===== src/rtl/arb_burst_lock_mux.sv =====
// Burst-lock multiplexer: an external round-robin arbiter picks a source, which then owns
// the merged output until its last beat. Optional stall watchdog: define ARB_LOCK_MUX_TIMEOUT_EN.
module arb_burst_lock_mux #(
    parameter int REQ_NUM = 4,
    parameter int DATA_W  = 32,
    parameter int TIMEOUT = 16
) (
    input  logic                      clk,
    input  logic                      rstn,
    input  logic [REQ_NUM-1:0]        s_valid,
    input  logic [REQ_NUM-1:0]        s_last,
    input  logic [REQ_NUM*DATA_W-1:0] s_data,
    output logic [REQ_NUM-1:0]        s_ready,
    output logic [REQ_NUM-1:0]        arb_req,
    output logic                      arb_en,
    input  logic [REQ_NUM-1:0]        arb_grant,
    output logic                      m_valid,
    output logic                      m_last,
    output logic [DATA_W-1:0]         m_data,
    input  logic                      m_ready,
    output logic [$clog2(REQ_NUM)-1:0] m_src,
    output logic                      busy,
    output logic                      lock_err
);

    localparam int SRC_W = $clog2(REQ_NUM);

    typedef enum logic [0:0] {
        ST_IDLE = 1'b0,
        ST_LOCK = 1'b1
    } state_e;

    state_e             state_q, state_d;
    logic [REQ_NUM-1:0] lock_oh_q, lock_oh_d;
    logic [SRC_W-1:0]   m_src_q, m_src_d;
    logic [REQ_NUM-1:0] grant_oh_s;
    logic               is_lock_s;
    logic               sel_valid_s;
    logic               sel_last_s;
    logic [DATA_W-1:0]  sel_data_s;
    logic               beat_acc_s;

    // A grant that is not one-hot is reduced to its lowest set bit.
    function automatic logic [REQ_NUM-1:0] lowest_oh(input logic [REQ_NUM-1:0] vec);
        logic [REQ_NUM-1:0] oh;
        logic               found;
        oh    = {REQ_NUM{1'b0}};
        found = 1'b0;
        for (int i = 0; i < REQ_NUM; i++) begin
            if (vec[i] && !found) begin
                oh[i] = 1'b1;
                found = 1'b1;
            end else begin
                oh[i] = oh[i];
            end
        end
        return oh;
    endfunction

    function automatic logic [SRC_W-1:0] encode_oh(input logic [REQ_NUM-1:0] oh);
        logic [SRC_W-1:0] idx;
        idx = {SRC_W{1'b0}};
        for (int i = 0; i < REQ_NUM; i++) begin
            if (oh[i]) begin
                idx = SRC_W'(i);
            end else begin
                idx = idx;
            end
        end
        return idx;
    endfunction

    assign grant_oh_s = lowest_oh(arb_grant);
    assign is_lock_s  = (state_q == ST_LOCK);

    // AND-OR select of the locked source's beat fields
    always_comb begin
        sel_valid_s = 1'b0;
        sel_last_s  = 1'b0;
        sel_data_s  = {DATA_W{1'b0}};
        for (int i = 0; i < REQ_NUM; i++) begin
            sel_valid_s = sel_valid_s | (s_valid[i] & lock_oh_q[i]);
            sel_last_s  = sel_last_s  | (s_last[i]  & lock_oh_q[i]);
            sel_data_s  = sel_data_s  | (s_data[i*DATA_W +: DATA_W] & {DATA_W{lock_oh_q[i]}});
        end
    end

    // The datapath is deliberately flop-free: ready and valid pass straight through.
    assign m_valid    = is_lock_s & sel_valid_s;
    assign m_last     = is_lock_s & sel_last_s;
    assign m_data     = is_lock_s ? sel_data_s : {DATA_W{1'b0}};
    assign s_ready    = is_lock_s ? (lock_oh_q & {REQ_NUM{m_ready}}) : {REQ_NUM{1'b0}};
    assign arb_req    = is_lock_s ? {REQ_NUM{1'b0}} : s_valid;
    assign arb_en     = rstn & ~is_lock_s & (|s_valid) & (|arb_grant);
    assign busy       = is_lock_s;
    assign m_src      = m_src_q;
    assign beat_acc_s = m_valid & m_ready;

`ifdef ARB_LOCK_MUX_TIMEOUT_EN
    localparam int CNT_W = (TIMEOUT > 2) ? $clog2(TIMEOUT) : 1;

    logic [CNT_W-1:0] cnt_q, cnt_d;
    logic             lock_err_q, lock_err_d;

    assign lock_err = lock_err_q;
`else
    logic unused_timeout_s;

    assign unused_timeout_s = ^32'(TIMEOUT);
    assign lock_err         = 1'b0;
`endif

    // Next-state: arbitrate in IDLE, hold the lock until the last beat (or a stall timeout)
    always_comb begin
        state_d   = state_q;
        lock_oh_d = lock_oh_q;
        m_src_d   = m_src_q;
`ifdef ARB_LOCK_MUX_TIMEOUT_EN
        cnt_d      = cnt_q;
        lock_err_d = 1'b0;
`endif
        case (state_q)
            ST_IDLE: begin
`ifdef ARB_LOCK_MUX_TIMEOUT_EN
                cnt_d = {CNT_W{1'b0}};
`endif
                if ((|s_valid) && (|arb_grant)) begin
                    state_d   = ST_LOCK;
                    lock_oh_d = grant_oh_s;
                    m_src_d   = encode_oh(grant_oh_s);
                end else begin
                    state_d = ST_IDLE;
                end
            end
            ST_LOCK: begin
`ifdef ARB_LOCK_MUX_TIMEOUT_EN
                if (beat_acc_s && m_last) begin
                    state_d = ST_IDLE;
                    cnt_d   = {CNT_W{1'b0}};
                end else if (beat_acc_s) begin
                    cnt_d = {CNT_W{1'b0}};
                end else if (!m_valid) begin
                    if (cnt_q == CNT_W'(TIMEOUT - 1)) begin
                        state_d    = ST_IDLE;
                        lock_err_d = 1'b1;
                        cnt_d      = {CNT_W{1'b0}};
                    end else begin
                        cnt_d = cnt_q + CNT_W'(1);
                    end
                end else begin
                    cnt_d = cnt_q;
                end
`else
                if (beat_acc_s && m_last) begin
                    state_d = ST_IDLE;
                end else begin
                    state_d = ST_LOCK;
                end
`endif
            end
            default: begin
                state_d = ST_IDLE;
            end
        endcase
    end

    // State and lock registers
    always_ff @(posedge clk or negedge rstn) begin
        if (!rstn) begin
            state_q   <= ST_IDLE;
            lock_oh_q <= {REQ_NUM{1'b0}};
            m_src_q   <= {SRC_W{1'b0}};
`ifdef ARB_LOCK_MUX_TIMEOUT_EN
            cnt_q      <= {CNT_W{1'b0}};
            lock_err_q <= 1'b0;
`endif
        end else begin
            state_q   <= state_d;
            lock_oh_q <= lock_oh_d;
            m_src_q   <= m_src_d;
`ifdef ARB_LOCK_MUX_TIMEOUT_EN
            cnt_q      <= cnt_d;
            lock_err_q <= lock_err_d;
`endif
        end
    end

endmodule


===== config.mk =====
export PLATFORM = sky130hd
export DESIGN_NAME = arb_burst_lock_mux
export DESIGN_NICKNAME = d
export VERILOG_FILES = /design/src/rtl/arb_burst_lock_mux.sv
export SDC_FILE = /design/constraint.sdc
export NUM_CORES = 1
export LEC_CHECK = 0
export CORE_AREA = 2 2 74 76
export DETAILED_ROUTE_END_ITERATION = 8
export DIE_AREA = 0 0 76 78
export DONT_BUFFER_PORTS = 1
export PLACE_DENSITY = 0.38
export REMOVE_ABC_BUFFERS = 1
export SLEW_MARGIN = 20
export SYNTH_ARGS = -nofsm -noshare
export SYNTH_HDL_FRONTEND = slang
export SYNTH_SLANG_ARGS = --single-unit

===== constraint.sdc =====
create_clock -name clk -period 1.81 [get_ports clk]
set_clock_uncertainty 0.05 [all_clocks]
set_input_delay 0.181 -clock clk [delete_from_list [all_inputs] [get_ports clk]]
set_output_delay 0.181 -clock clk [all_outputs]
set_load 0.005 [all_outputs]

==> flow_summary.rst <==
.. list-table::
   :header-rows: 1

   * - Metric
     - Value
   * - Kind of end point of the critical path
     - output port
   * - Transition time at the pin with the least slew margin
     - 619 ps
   * - Outcome
     - finished, final reports clean
   * - Core area
     - 5040 um^2
   * - Synthesized flop and latch total
     - 7
   * - Detailed-route wire length per cell
     - 24.0 um
   * - Hold slack final
     - 10.6 ps
   * - Top-level I/O count
     - 190
   * - Peak Freq
     - 618 MHz
   * - Pin count of the biggest net entering global routing
     - 37
   * - Leakage component of the power
     - 0.434 nW
   * - Bufs on Longest Clock Path
     - 2
   * - Portion of total power attributed to combinational logic
     - 0.746
   * - Final hold vios
     - 0
   * - Detailed Route Iter0 Violations
     - 79
   * - Power share of the sequential group
     - 0.150
   * - Highest-count cells in the layout ignoring fill and taps
     - sky130_fd_sc_hd__a22oi_1, sky130_fd_sc_hd__a21oi_1, sky130_fd_sc_hd__buf_4
   * - Crit share post-route
     - 0.894
   * - Most common cell after layout, fill and taps aside
     - sky130_fd_sc_hd__a22oi_1
   * - Worst slew margin
     - 0.587
   * - Routed Wire Length
     - 5540 um
   * - Switch share
     - 0.537
   * - Type of element launching the critical path
     - flop
   * - Critical path fanouts, max
     - 32
   * - Clock Latency Late Sink
     - 230 ps
   * - Total Nets Final
     - 304
   * - Detailed-route vias per instance
     - 6.92
   * - Final standard cell utilization of the core
     - 0.262
   * - Total grt overflow
     - 0
   * - Clock slew at reported path FFs
     - 40 ps
   * - Setup TNS Final
     - 0 ps
   * - Share of cells above drive strength 1
     - 0.119
   * - Post-CTS sizing
     - 0
   * - Die Y
     - 78 um
   * - HP Class
     - in2reg
   * - Number of optimization iterations in the first detailed-route pass
     - 5
   * - Die extent in x
     - 76 um
   * - Int Power
     - 997 uW
   * - Setup repair after global routing missed its margin
     - false
   * - First-pass GRT wire length
     - 8160 um
   * - # setup viols final
     - 0
   * - Sequential element share of the synthesized area
     - 0.146
   * - Critical path's top delay family
     - flip-flops
   * - TritonCTS clock tree
     - done
   * - Required time of the critical path
     - 1580 ps
   * - Antenna-violating nets left
     - 0
   * - Die area
     - 5930 um^2
   * - Synth warnings
     - 0
   * - Number of global-route vias before repair
     - 1593
   * - HPWL Detailed
     - 4390 um
   * - CTS Buf Count
     - 3
   * - IO Port Bufs
     - 0
   * - Psw
     - 1.16 mW
   * - Critical path cell sequence
     - buf_4 -> a22oi_1 -> a21oi_1
   * - Critical path buffers and inverters
     - 1
   * - Clock sink count
     - 7
   * - PwrDens
     - 1630 nW/um^2
   * - Portion of total power attributed to the clock network
     - 0.104
   * - Gp weighted congestion
     - 0.882
   * - # H-tree levels
     - 1
   * - Initial core utilization
     - 0.238
   * - Total of max-cap violations
     - 0
   * - FP Rows
     - 26
   * - Period minus WS final
     - 1620 ps
   * - Distinct cell type count after synthesis
     - 32
   * - CP Data Arrival Time
     - 1390 ps
   * - Peak ir drop on the vdd network
     - 0.709 mV
   * - Worst setup path class
     - reg2out
   * - Slowest cell on crit path
     - sky130_fd_sc_hd__dfrtp_1
   * - Number of antenna violations at the first check in global routing
     - 2
   * - Number of remaining DRC errors
     - 0
   * - Critical path's largest stage delay
     - 400 ps
   * - Relative area change from synthesis to final layout
     - 9.79%
   * - Area of the mapped netlist
     - 1200 um^2
   * - Number of cells produced by synthesis
     - 168
   * - Avg Cell Area, Syn
     - 7.15 um^2
   * - GRT Total Usage
     - 0.170
   * - Master cell of the clock root buffer
     - sky130_fd_sc_hd__clkbuf_8
   * - Pins over their slew limit
     - 0
   * - Overall via count from detail_route
     - 1598
-- logic make-up after synthesis --
| logic type | Yosys count | share of synthesized area |
|---|---|---|
| AND/OR/NAND/NOR | 21 | 0.118 |
| other | 1 | 0.00312 |
| multiplexers | 1 | 0.0125 |
| buffers and inverters | 26 | 0.0885 |
| flip-flops | 7 | 0.146 |
| AO/OA/AOI/OAI | 112 | 0.632 |
-- power by group through the flow --
| stage | sequential (mW) | clock [mW] | combinational, mW |
|---|---|---|---|
| floorplan | 0.526 | 0 | 0.942 |
| global placement | 0.321 | 0 | 1.55 |
| detailed placement | 0.324 | 0 | 1.60 |
| CTS | 0.323 | 0.227 | 1.61 |
| global route | 0.335 | 0.240 | 1.81 |
| finish | 0.323 | 0.224 | 1.61 |
-- metrics by stage --
step / setup slack, ps / std cells / power, mW / area, um^2
5_1_grt: 83.0 / 230 / 2.38 / 1320
2_1_floorplan: 158 / 147 / 1.47 / 1110
3_3_place_gp: 498 / 225 / 1.87 / 1260
6_report: 192 / 231 / 2.15 / 1320
3_5_place_dp: 435 / 225 / 1.93 / 1260
4_1_cts: 188 / 230 / 2.16 / 1320
-- per-layer routing --
metal / track usage / wire length, um
met2: 0.293 / 2720
met4: 0.0873 / 240
met1: 0.170 / 1750
met5: 0 / 16
met3: 0.0837 / 809
-- worst paths after layout --
check                             startpoint           end  slack (ps)  cells past startpoint
worst min-delay path            arb_grant[0]  lock_oh_q[1]          10                      1
worst max-delay path            lock_oh_q[0]     m_data[7]         190                      3
worst max register to register          busy      m_src[0]         490                      3
min in group asynchronous               rstn      m_src[0]         240                      1
worst min register to register      m_src[1]      m_src[1]         490                      1
max in group asynchronous               rstn  lock_oh_q[2]        1220                      1
-- sequential cells by signal, indices dropped and copies added (netlist names) --
register,cells
busy,1
lock_oh_q,4
m_src,2
-- timing repair --
item / CTS / global route
hold buffers: 1 / 0
endpoints found under the hold margin: 7 / 0
setup buffers: 0 / 0
-- cells in the mapped netlist (all sizes together) --
cell type,count,area share
clkbuf,16,0.050
or2,1,0.0052
a22oi,68,0.43
o22ai,1,0.0052
a221oi,1,0.0073
or3,1,0.0052
a2bb2oi,1,0.0073
nor3b,1,0.0063
nor4,2,0.023
and2,1,0.0052
nor2,2,0.0063
o32a,1,0.0094
nor2b,4,0.023
mux2,1,0.012
conb,1,0.0031
nor3,5,0.025
o32ai,1,0.0073
o21ai,2,0.0083
buf,5,0.023
a21oi,34,0.14
o31ai,1,0.0063
inv,5,0.016
nand2,1,0.0031
and3,3,0.016
dfrtp,7,0.15
o22a,2,0.015
-- area by class of cell --
| cell class | instances | area, um^2 |
|---|---|---|
| diodes | 1 | 2.50 |
| well taps | 70 | 87.6 |
| inverters | 5 | 18.8 |
| flip-flops and latches | 7 | 175 |
| repair buffers | 9 | 70.1 |
| multi-input cells | 135 | 920 |
| clock buffers | 4 | 45.0 |
| fillers | 557 | 3720 |
-- worst reg2reg max path, cell delays in order (launching register included) --
cell and delay [ps]:
sky130_fd_sc_hd__dfrtp_1 460, sky130_fd_sc_hd__buf_4 210, sky130_fd_sc_hd__o32a_2 360, sky130_fd_sc_hd__a2bb2oi_1 130
No activity file was read; power rests on OpenSTA's default activity.
